### src/rtl/disp_arbiter.sv
// disp_arbiter: arbitrates two requesters onto a 4-digit multiplexed display with hold-time round-robin.
// Optional feature macro DISP_ARB_LOCK_EN adds a lock input that suppresses rotation.
module disp_arbiter #(
  parameter int unsigned HOLD_TICKS = 4
) (
  input  logic        clock,
  input  logic        reset_n,
  input  logic        tick,
  input  logic        req0,
  input  logic        req1,
  input  logic [15:0] data0,
  input  logic [15:0] data1,
`ifdef DISP_ARB_LOCK_EN
  input  logic        lock,
`endif
  output logic        gnt0,
  output logic        gnt1,
  output logic [3:0]  anode,
  output logic [3:0]  nibble,
  output logic        blank
);

  // Handshake: a requester holds reqx high for as long as it wants the display; gntx is the
  // registered grant, and dropping reqx releases the display on the next clock edge.
  typedef enum logic [1:0] {
    IDLE = 2'd0,
    OWN0 = 2'd1,
    OWN1 = 2'd2
  } state_t;

  localparam logic [7:0] HOLD_MAX = 8'(HOLD_TICKS);

  state_t      state;
  state_t      state_nxt;
  logic [7:0]  hold;
  logic [1:0]  digit;
  logic        last_one;
  logic        hold_done;
  logic        lock_i;
  logic [3:0]  cur_nibble;

`ifdef DISP_ARB_LOCK_EN
  assign lock_i = lock;
`else
  assign lock_i = 1'b0;
`endif

  assign hold_done = (hold == HOLD_MAX);

  always_comb begin
    state_nxt = state;
    case (state)
      IDLE: begin
        // last_one=1 means requester 1 was served last, so a tie goes to requester 0.
        if (req0 && req1)  state_nxt = last_one ? OWN0 : OWN1;
        else if (req0)     state_nxt = OWN0;
        else if (req1)     state_nxt = OWN1;
      end
      OWN0: begin
        if (!req0)                               state_nxt = req1 ? OWN1 : IDLE;
        else if (req1 && hold_done && !lock_i)   state_nxt = OWN1;
      end
      OWN1: begin
        if (!req1)                               state_nxt = req0 ? OWN0 : IDLE;
        else if (req0 && hold_done && !lock_i)   state_nxt = OWN0;
      end
      default: state_nxt = IDLE;
    endcase
  end

  always_comb begin
    cur_nibble = 4'h0;
    case (state)
      OWN0:    cur_nibble = data0[{digit, 2'b00} +: 4];
      OWN1:    cur_nibble = data1[{digit, 2'b00} +: 4];
      default: cur_nibble = 4'h0;
    endcase
  end

  always_ff @(posedge clock or negedge reset_n) begin
    if (!reset_n) begin
      state    <= IDLE;
      gnt0     <= 1'b0;
      gnt1     <= 1'b0;
      hold     <= 8'd0;
      digit    <= 2'd0;
      last_one <= 1'b1;
      anode    <= 4'b1111;
      nibble   <= 4'h0;
      blank    <= 1'b1;
    end else begin
      state <= state_nxt;
      gnt0  <= (state_nxt == OWN0);
      gnt1  <= (state_nxt == OWN1);
      // A grant change wins over a coincident tick so the new owner starts from zero.
      if (state_nxt != state)
        hold <= 8'd0;
      else if ((state != IDLE) && tick && (hold < HOLD_MAX))
        hold <= hold + 8'd1;
      if (tick)
        digit <= digit + 2'd1;
      if (state_nxt == OWN0)
        last_one <= 1'b0;
      else if (state_nxt == OWN1)
        last_one <= 1'b1;
      anode  <= (state == IDLE) ? 4'b1111 : ~(4'b0001 << digit);
      nibble <= cur_nibble;
      blank  <= (state == IDLE);
    end
  end

endmodule

### config.mk
export PLATFORM = sky130hd
export DESIGN_NAME = disp_arbiter
export DESIGN_NICKNAME = d
export VERILOG_FILES = /design/src/rtl/disp_arbiter.sv
export SDC_FILE = /design/constraint.sdc
export NUM_CORES = 1
export LEC_CHECK = 0
export ABC_AREA = 1
export CORE_MARGIN = 5
export CORE_UTILIZATION = 51
export CTS_BUF_LIST = sky130_fd_sc_hd__clkbuf_4
export DETAILED_ROUTE_END_ITERATION = 12
export GPL_TIMING_DRIVEN = 0
export PLACE_DENSITY = 0.88
export SETUP_SLACK_MARGIN = 0.4
export SLEW_MARGIN = 25
export SYNTH_ARGS = -nofsm -noshare
export SYNTH_HDL_FRONTEND = slang
export SYNTH_SLANG_ARGS = --single-unit
### constraint.sdc
create_clock -name clock -period 3.42 [get_ports clock]
set_clock_uncertainty 0.2 [all_clocks]
set_input_delay 0.684 -clock clock [delete_from_list [all_inputs] [get_ports clock]]
set_output_delay 0.684 -clock clock [all_outputs]
set_load 0.01 [all_outputs]
* Word-level counts from Yosys, hierarchy flattened
Cells that the tools add are included.
** Storage, ports and cells
- Bits in registers :: 24
- Input port bits :: 37
- Output and inout bits :: 11
** Cells by class
- Bitwise logic cells :: 1
- Multiplexer cells :: 17
- Shift-type cells :: 3
- Eq/ne operators :: 6
- $add $sub $neg :: 2
- $lt $le $gt $ge :: 1
- Reductions and logical operators :: 9
** Operators by type and width (count)
- variable part select 16 x 5 -> 4 bit :: 2
- two-way mux 2 bit :: 9
- two-way mux 8 bit :: 2
- adder 8 x 1 -> 8 bit (second input constant) :: 1
- == test 8 x 3 -> 1 bit (second input constant) :: 1
- < comparator 8 x 3 -> 1 bit (second input constant) :: 1
- one-hot mux 4 bit (2 select lines) :: 1
- one-hot mux 2 bit (3 select lines) :: 1
- nonzero test 2 bit :: 3
- logical AND 1 bit :: 5
- == test 2 x 1 -> 1 bit (second input constant) :: 2
- == test 2 bit (second input constant) :: 2
- two-way mux 4 bit :: 1
- inverter 4 bit :: 1
- << shifter 1 x 2 -> 4 bit (first input constant) :: 1
- two-way mux 1 bit :: 3
- adder 2 x 1 -> 2 bit (second input constant) :: 1
- zero test 2 bit :: 1
- != test 2 bit :: 1

* Longest topological paths before layout
Gate-level depths: netlist of the first run.
- Depth in word-level cells :: 8
- Depth in mapped cells :: 13
- Depth with buffers taken out :: 13

* Worst setup path after synthesis of the first run
Ideal clock, no wire load.
- Path type :: register -> register
- Start point :: register state[0]
- End point :: register last_one
- Buffers on the path :: 0
- Stages on the path, launching flop included :: 11
- Slack :: 1.482 ns
- Data arrival time :: 1.659 ns
- Period minus slack after synthesis :: 1.938 ns
- Cell sequence :: dfrtp_1 > inv_1 > ha_1 > inv_2 > nor3_2 > a21oi_2 > nand2_2 > nand2_4 > inv_1 > ha_1 > o21ai_0
** On the way
- Elaborated cells on any way between the ends :: 15
** RTL lines
- from (decl) :: RTL line 33 : state_t state;
- from (signal assigned) :: RTL line 92 : state <= state_nxt;
- == test 2 bit (tied with other cells) :: RTL line 52 : case (state)
- one-hot mux 2 bit (3 select lines) (*) :: RTL line 52
- via state_nxt[1] :: RTL line 34 : state_t state_nxt;
- == test 2 x 1 -> 1 bit / == test 2 bit (equally long branches) :: RTL line 102, 104
- two-way mux 1 bit / nonzero test 2 bit (equally long branches)
- to (signal assigned) :: RTL line 87 : last_one <= 1'b1;
- to (signal assigned) :: RTL line 103 : last_one <= 1'b0;
- to (signal assigned) :: RTL line 105 : last_one <= 1'b1;
- to (decl) :: RTL line 37 : logic last_one;
The timed path passes the listed nets; every way through them passes the cells marked *.
A chain may end at the register's enable or synchronous reset.

* Final worst setup path of the first run
- Start point :: register anode[3]
- End point :: output anode[3]
** RTL lines
- from (decl) :: RTL line 18 : output logic [3:0] anode,
- from (signal assigned) :: RTL line 106 : anode <= (state == IDLE) ? 4'b1111 : ~(4'b0001 << digit);
No word-level cell between the ends.

==> run summary, run 1 <==
maximum vdd drop: 0.5712 mV
leading cell type in the layout, fill and taps excluded: clkdlybuf4s50_1
placed insts: 247
final design utilization: 0.7314
# hold bufs at CTS: 0
CP bufs+invs: 1
total wire length: 3.254 mm
Pwr Density: 728.4 mW/mm2
Max-slew headroom: 0.6716
Net Count, Synth: 218
Logic pwr share: 0.554
distinct cell type count after synthesis: 23
slowest stage cell, crit path: dfstp_2
Pleak: 0.8989 nW
cell-internal power: 0.8681 mW
minimum clock period: 2268 ps
Clock power frac: 0.137
Syn Inst Count: 169
All-Layer GR Usage: 0.1678
dominant cell type by area after synthesis: dfrtp_1
initial antenna violation count: 0
Die X: 63.51 um
max-slew violations: 0
HP Class: in -> async
Worst-Skew Late Latency: 310 ps
RSZ-0062 raised after global routing: false
Post-DP HPWL: 2.708 mm
WP data arrival: 1380 ps
vias in the first global route: 1352
antenna diode count: 0
GP Congestion: 0.8589
Crit path max-delay family: flip-flops
register area share after synthesis: 0.4165
setup TNS: 0 ps
Worst-path clk slew: 130 ps
Root Buffer: clkbuf_4
Num CTS Buffers: 3
Final nets: 270
CP startpoint kind: register
Final period util: 0.6632
Antenna Violating Nets Remaining: 0
Final Non-Filler Cells: 251
num ports: 48
die height: 63.51 um
Die Area: 0.004033 mm2
CTS tree: yes
Ys Warns: 0
Synth Register Bits: 24
Switch Pwr: 0.6011 mW
status: finished clean
H-tree depth: 1
post-cts sizing count: 0
Cell Chain, Critical Path: clkdlybuf4s50_1
I/O Buffers: 47
commonest non-fill, non-tap cells in the layout: clkdlybuf4s50_1, nor2_1, nand2_1
Reg power frac: 0.310
share of layout cells above drive strength 1: 0.2000
core area: 0.002758 mm2
Starting DRT DRC Count: 47
clock sink total: 24
top post-synthesis cells by area: dfrtp_1, dfstp_2, ha_1, o21ai_0, nor2_1
first-pass GRT wire length: 5.644 mm
via count: 1319
WS Path Type: reg -> out
Synth Cell Area: 0.001460 mm2
Power Total: 1.469 mW
critical path fanouts, max: 1
max incr delay on CP: 550 ps
Final setup viols: 0
CP required: 2540 ps
DRT Pass-1 Iters: 4
fmax: 0.4409 GHz
Final Hold Vio Count: 0
CP Capture Type: output port
Max Buffers Root-to-Sink: 2
area taken by multi-input logic gates: 740.7 um2
row count: 19
final routed DRC violation total: 0
Tightest Pin Transition: 492.6 ps
global route overflow: 0
Via density: 5.255
synthesized area per cell: 8.640 um2
Setup Buffers After CTS: 0
max_cap viols: 0
Reg area: 608.1 um2
drt wl/cell: 12.96 um
Starting Density: 0.5295
Area Growth Syn to Fin: 38.13%
largest net degree at the start of global routing: 25
filler cell count: 199
sw frac: 0.4091
Synth top area share: 0.3085
## final cells by class
| type | count | share of cell area |
|---|---|---|
| Clock buffer | 3 | 0.01117 |
| Tap cell | 31 | 0.01923 |
| Buffer | 3 | 0.007444 |
| Inverter | 22 | 0.04777 |
| Sequential cell | 24 | 0.3015 |
| Timing Repair Buffer | 47 | 0.2308 |
| Clock inverter | 1 | 0.01489 |
| Multi-Input combinational cell | 120 | 0.3672 |
## cells by family (layout without fill, tap and decap cells)
logic type / after synthesis / after routing / synth area share
compound gates: 31 / 31 / 0.1457
xor+xnor: 2 / 2 / 0.01200
fa+ha+maj: 12 / 12 / 0.1028
buf+inv: 25 / 76 / 0.07626
flops: 24 / 24 / 0.4165
simple gates: 75 / 75 / 0.2468
## power by group through the flow
| stage | registers, mW | logic, mW | clock network, mW |
|---|---|---|---|
| floorplan | 0.474 | 0.520 | 0 |
| global placement | 0.458 | 0.778 | 0 |
| detailed placement | 0.463 | 0.808 | 0 |
| CTS | 0.457 | 0.813 | 0.203 |
| global route | 0.466 | 0.905 | 0.218 |
| finish | 0.455 | 0.813 | 0.201 |
## sequential cells by signal, indices dropped and copies added, names as in the netlist
register  cells
gnt0          1
state         2
hold          8
gnt1          1
anode         4
blank         1
nibble        4
last_one      1
digit         2
## layer usage
metal  share of wire  track usage  vias up
li1                -            -      649
met2            0.51       0.2931       60
met5               0            0        -
met1            0.41       0.2096      602
met4          0.0058      0.04416        0
met3           0.075      0.03197        8
## cell usage after synthesis, drive strengths merged
cell / instances
dfrtp: 18
o221a: 8
buf: 3
nor3: 7
clkinv: 3
ha: 12
xor2: 2
inv: 18
bufinv: 1
nand3: 4
nand2: 28
dfstp: 6
nor2: 36
a21oi: 3
o21ai: 20
## stage by stage
stage | setup WS [ps] | cell area (um2) | hold slack, ps
finish | 1152 | 2017 | 112.1
global route | 1009 | 2017 | 139.7
CTS | 1139 | 2022 | 295.2
detailed placement | 880.0 | 1969 | 273.8
global placement | 936.3 | 1969 | 271.8
floorplan | 1482 | 1460 | 188.4
## final timing paths
check                      startpoint       end  slack [ps]  cells after the start
hold reg to reg              last_one  last_one         290                      2
min in group clock           last_one  last_one         290                      2
hold / removal                reset_n      gnt1         110                      1
setup / recovery             anode[3]  anode[3]        1150                      1
setup reg to reg             state[0]  last_one        1180                      9
max in group asynchronous     reset_n  anode[3]        2540                      1
Power figures use the tool's default switching activity.
==> inputs of run 2 (changes only) <==
CORE_UTILIZATION = 43   (was 51)
PLACE_DENSITY = 0.79   (was 0.88)
clock period = 2 ns   (was 3.42 ns; I/O delays follow)
==> run 2 against run 1 <==
  * Register-to-register slack got worse by 1000 ps
  * Flip-flop and latch count did not move
  * Design area increased by 12%
  * First-iteration DRC count is 19% higher
  * Hold slack improved by 170 ps
  * Worst setup slack got worse by 1000 ps
  * Die area rose by 16%
  * Combinational power grew 110%
  * Sequential share of layout area shrank 3.0 points
  * Clock-buffer cell count did not move
  * Critical path depth grew 11
  * Critical endpoint is now last_one
  * Largest cell class unchanged
==> run summary, run 2 (synthesis results as in run 1) <==
CP Capture Type: register
first-pass GRT wire length: 6.154 mm
Antenna Violating Nets Remaining: 0
Max-slew headroom: 0.6555
CP required: 2040 ps
Starting Density: 0.4410
final routed DRC violation total: 0
H-tree depth: 1
Num CTS Buffers: 3
die height: 68.27 um
Die Area: 0.004661 mm2
Hold Crit Start: last_one
clock sink total: 24
initial antenna violation count: 0
I/O Buffers: 47
Area Growth Syn to Fin: 54.16%
maximum vdd drop: 0.6569 mV
leading cell type in the layout, fill and taps excluded: clkdlybuf4s50_1
Pwr Density: 1266 mW/mm2
Hold Path End: last_one
Tightest Pin Transition: 516.8 ps
Power Total: 2.849 mW
Reg power frac: 0.277
All-Layer GR Usage: 0.1737
Final period util: 0.9322
max reg flops: 8
fmax: 0.5364 GHz
share of layout cells above drive strength 1: 0.3491
Clock power frac: 0.122
Pleak: 0.9887 nW
Final setup viols: 0
Post-DP HPWL: 2.666 mm
HP Class: reg -> reg
Max Buffers Root-to-Sink: 2
Root Buffer: clkbuf_4
status: finished clean
CP startpoint kind: register
GP Congestion: 0.8132
hold path depth: 2
Switch Pwr: 1.172 mW
vias in the first global route: 1406
Worst-path clk slew: 140 ps
Critical R2R Capture: last_one
biggest regs: hold x8, anode x4, nibble x4
drt wl/cell: 12.75 um
num ports: 48
minimum clock period: 1864 ps
reg-to-reg startpoint: hold[0]
max-slew violations: 0
via count: 1341
antenna diode count: 0
WS Path Type: reg -> reg
critical path fanouts, max: 3
Final Hold Vio Count: 0
largest net degree at the start of global routing: 25
max_cap viols: 0
core area: 0.003311 mm2
fin area: 0.002251 mm2
placed inst area: 0.002042 mm2
global route overflow: 0
sw frac: 0.4115
RSZ-0062 raised after global routing: true
Worst-Skew Late Latency: 310 ps
Reg2Reg Depth: 12
R2R Setup Slk: 140 ps
Final nets: 282
row count: 21
Starting DRT DRC Count: 56
most flop-heavy register: hold
Via density: 4.824
DRT Pass-1 Iters: 4
WP data arrival: 1910 ps
Logic pwr share: 0.601
CTS tree: yes
total wire length: 3.544 mm
cell-internal power: 1.677 mW
Die X: 68.27 um
commonest non-fill, non-tap cells in the layout: clkdlybuf4s50_1, nor2_1, nand2_1, o21ai_0, dfrtp_1
run 2: changes by cell type in the layout (fill, tap and decap cells not counted), sizes merged:
cell           delta
buf              +15
clkbuf            +2
clkdlybuf4s15     +4
clkdlybuf4s50    -13
dlygate4sd2       +3
dlygate4sd3       +1
run 2: how the worst max path moves through the flow:
stage	startpoint	endpoint	slack, ps	cells after the start
2_1_floorplan	hold[0]	last_one	240	12
3_3_place_gp	req1	last_one	-160	10
3_5_place_dp	req0	last_one	-200	13
4_1_cts	hold[1]	last_one	100	12
5_1_grt	hold[0]	last_one	20	12
6_report	hold[0]	last_one	140	12
run 2: power groups by stage:
| stage | Sequential [mW] | Clock, mW | Combinational (mW) |
|---|---|---|---|
| after floorplan | 0.821 | 0 | 0.991 |
| after global placement | 0.796 | 0 | 1.47 |
| after detailed placement | 0.800 | 0 | 1.51 |
| after CTS | 0.779 | 0.357 | 1.63 |
| after global routing | 0.807 | 0.384 | 1.91 |
| final | 0.790 | 0.348 | 1.71 |
run 2: per-layer routing:
metal / wire [um] / up-vias / track usage
met3: 320 / 8 / 0.06404
met1: 1439 / 614 / 0.2000
met4: 53 / 0 / 0.04715
met5: 0 / - / 0
li1: - / 674 / -
met2: 1731 / 45 / 0.3008
run 2: repair_timing:
item / 4_1_cts / 5_1_grt
gates cloned: 1 / 0
setup endpoints to repair: 30 / 26
gates resized for setup: 47 / 18
hold buffers: 0 / 1
setup buffers: 7 / 3
pin swaps: 10 / 7
endpoints found under the hold margin: 0 / 18
run 2: final cells by class:
| cell class | instances | area, um2 |
|---|---|---|
| repair buffers | 59 | 553.0 |
| flip-flops and latches | 24 | 610.6 |
| well taps | 46 | 57.56 |
| fillers | 273 | 1060 |
| clock buffers | 3 | 22.52 |
| multi-input cells | 120 | 838.3 |
| clock inverters | 1 | 30.03 |
| inverters | 22 | 108.9 |
| plain buffers | 3 | 30.03 |
run 2: worst max-delay path, cell delays in order, from the launching register on:
cell and delay (ps):
dfrtp_1 430, inv_2 80, ha_4 130, nand3_4 60, nor2_4 120, nand2_2 80
a21oi_2 140, nand2_2 80, nand2_4 90, inv_4 40, ha_4 250, nand2_1 40
o21ai_1 60
run 2: metrics by stage:
stage / hold slack, ps / TNS, ps / cells / setup WS [ps] / utilization
detailed placement: 265.8 / -1577 / 262 / -201.4 / 0.6168
global route: 306.7 / 0 / 278 / 15.87 / 0.6799
CTS: 196.2 / 0 / 274 / 97.93 / 0.6584
finish: 285.7 / 0 / 278 / 135.7 / 0.6799
global placement: 260.1 / -1339 / 262 / -163.7 / 0.6168
floorplan: -95.59 / 0 / 169 / 239.3 / -
==> patch (config.mk and constraints of run 1) <==
The option `DISP_ARB_LOCK_EN` is turned on by a define.
--- a/src/rtl/disp_arbiter.sv
+++ b/src/rtl/disp_arbiter.sv
@@ -1,5 +1,7 @@
 // disp_arbiter: arbitrates two requesters onto a 4-digit multiplexed display with hold-time round-robin.
 // Optional feature macro DISP_ARB_LOCK_EN adds a lock input that suppresses rotation.
+`define DISP_ARB_LOCK_EN
+
 module disp_arbiter #(
   parameter int unsigned HOLD_TICKS = 4
 ) (
Ports: changed (added lock); port bits go from 48 to 49. The function was not compared with the original's and may differ.
==> patch against run 1 <==
  * Setup slack got worse by 0.070 ns
  * Total power shrank 5.9%
  * Routed wire length is 16% higher
  * Area after synthesis fell by 2.9%
  * Sequential cell count did not move
  * Global-route usage rose by 3.8 points
  * Cell area down 3.1%
  * Maximum frequency down 3.0%
  * Critical path type is now in2reg
  * Critical endpoint is now last_one$_DFFE_PN1P_
==> patch: results (changes against run 1) <==
- Grt met2 use: 0.378 (+0.0851)
- Synth-to-layout area growth: 37.9%
- VDD IR max: 0.556 mV (-2.6%)
- Buffers on Ports: 48 (+2.1%)
- Met3 Track Usage GR: 0.0432 (+0.0112)
- Final Worst Setup Slack: 1.08 ns (-0.0699 ns)
- Place WS: 0.772 ns (-0.108 ns)
- Reg2reg path depth: 10 (+1)
- Worst-path maximum fanout: 5 (+4)
- Routability cong.: 0.949 (+11%)
- Vias in the first global route: 1462 (+8.1%)
- Initial DRC Count: 88 (+87%)
- Met1 usage: 0.221 (+0.0116)
- Worst hold slack: 0.131 ns (+0.0189 ns)
- Cells taking the most area after synthesis: dfrtp_1 (32%), dfstp_2 (11%), ha_1 (11%)
- CP Launch Point: req0
- Crit path largest cell delay: 0.53 ns (-0.02 ns)
- Crit. End Element: register
- DRT Wirelength: 3780 µm (+16%)
- Cell family with most CP delay: buffers and inverters
- Post-synth top cells: nor2_1 (29), nand2_1 (23), o21ai_0 (20)
- Lkg Pwr: 0.883 nW (-1.7%)
- Nets: 272 (+0.74%)
- Run status: complete, no violations
- Seq/Total Area, Yosys: 0.429 (+0.0125)
- DP HPWL: 3040 µm (+12%)
- First-pass GRT wire length: 6520 µm (+16%)
- Via count: 1372 (+4.0%)
- Layout cell share with drive strength beyond 1: 0.164 (-0.0364)
- Critical Path AT: 2.38 ns (+1.00 ns)
- Placed Area: 0.00194 mm² (-1.7%)
- Total Routing Usage GR: 0.206 (+0.0383)
- Max-slew headroom: 0.653 (-0.0189)
-- patch: cell count changes after synthesis, sizes merged --
cell,run 1,this run
nor4,0,1
clkinv,3,0
buf,3,1
a21oi,3,4
clkbuf,0,2
nand3,4,3
nor2,36,37
inv,18,21
nor3,7,6
bufinv,1,0
-- patch: cells by family (layout without fill, tap and decap cells) --
logic type | count (synthesis) | in the layout | share of synthesized area
and+or+nand+nor | 75 | 75 | 0.239
AOI/OAI and AO/OA | 32 | 32 | 0.148
DFF | 24 | 24 | 0.429
buffers and inverters | 24 | 75 | 0.0653
adders and majority gates | 12 | 12 | 0.106
xor gates and xnor gates | 2 | 2 | 0.0124
-- patch: layout make-up --
class | count | area share
flip-flops and latches | 24 | 0.311
multi-input cells | 121 | 0.367
clock buffers | 3 | 0.0115
inverters | 21 | 0.0403
repair buffers | 48 | 0.243
plain buffers | 3 | 0.00704
well taps | 31 | 0.0198
-- patch: through the flow --
stage	std cells	total power, mW
global route	251	1.51
finish	251	1.38
detailed placement	248	1.27
CTS	251	1.39
floorplan	169	0.970
global placement	248	1.22
-- patch: power by group through the flow --
| stage | sequential, mW | clock, mW | combinational [mW] |
|---|---|---|---|
| after floorplan | 0.474 | 0 | 0.496 |
| after global placement | 0.456 | 0 | 0.760 |
| after detailed placement | 0.462 | 0 | 0.809 |
| after CTS | 0.456 | 0.124 | 0.812 |
| after global routing | 0.471 | 0.138 | 0.902 |
| final | 0.455 | 0.119 | 0.809 |
-- patch: layer usage --
metal | up-vias | wire length [µm] | share of wire
met5 | - | 0 | 0
met4 | 0 | 146 | 0.039
met3 | 18 | 159 | 0.042
met2 | 52 | 2010 | 0.53
met1 | 650 | 1460 | 0.39
li1 | 652 | - | -
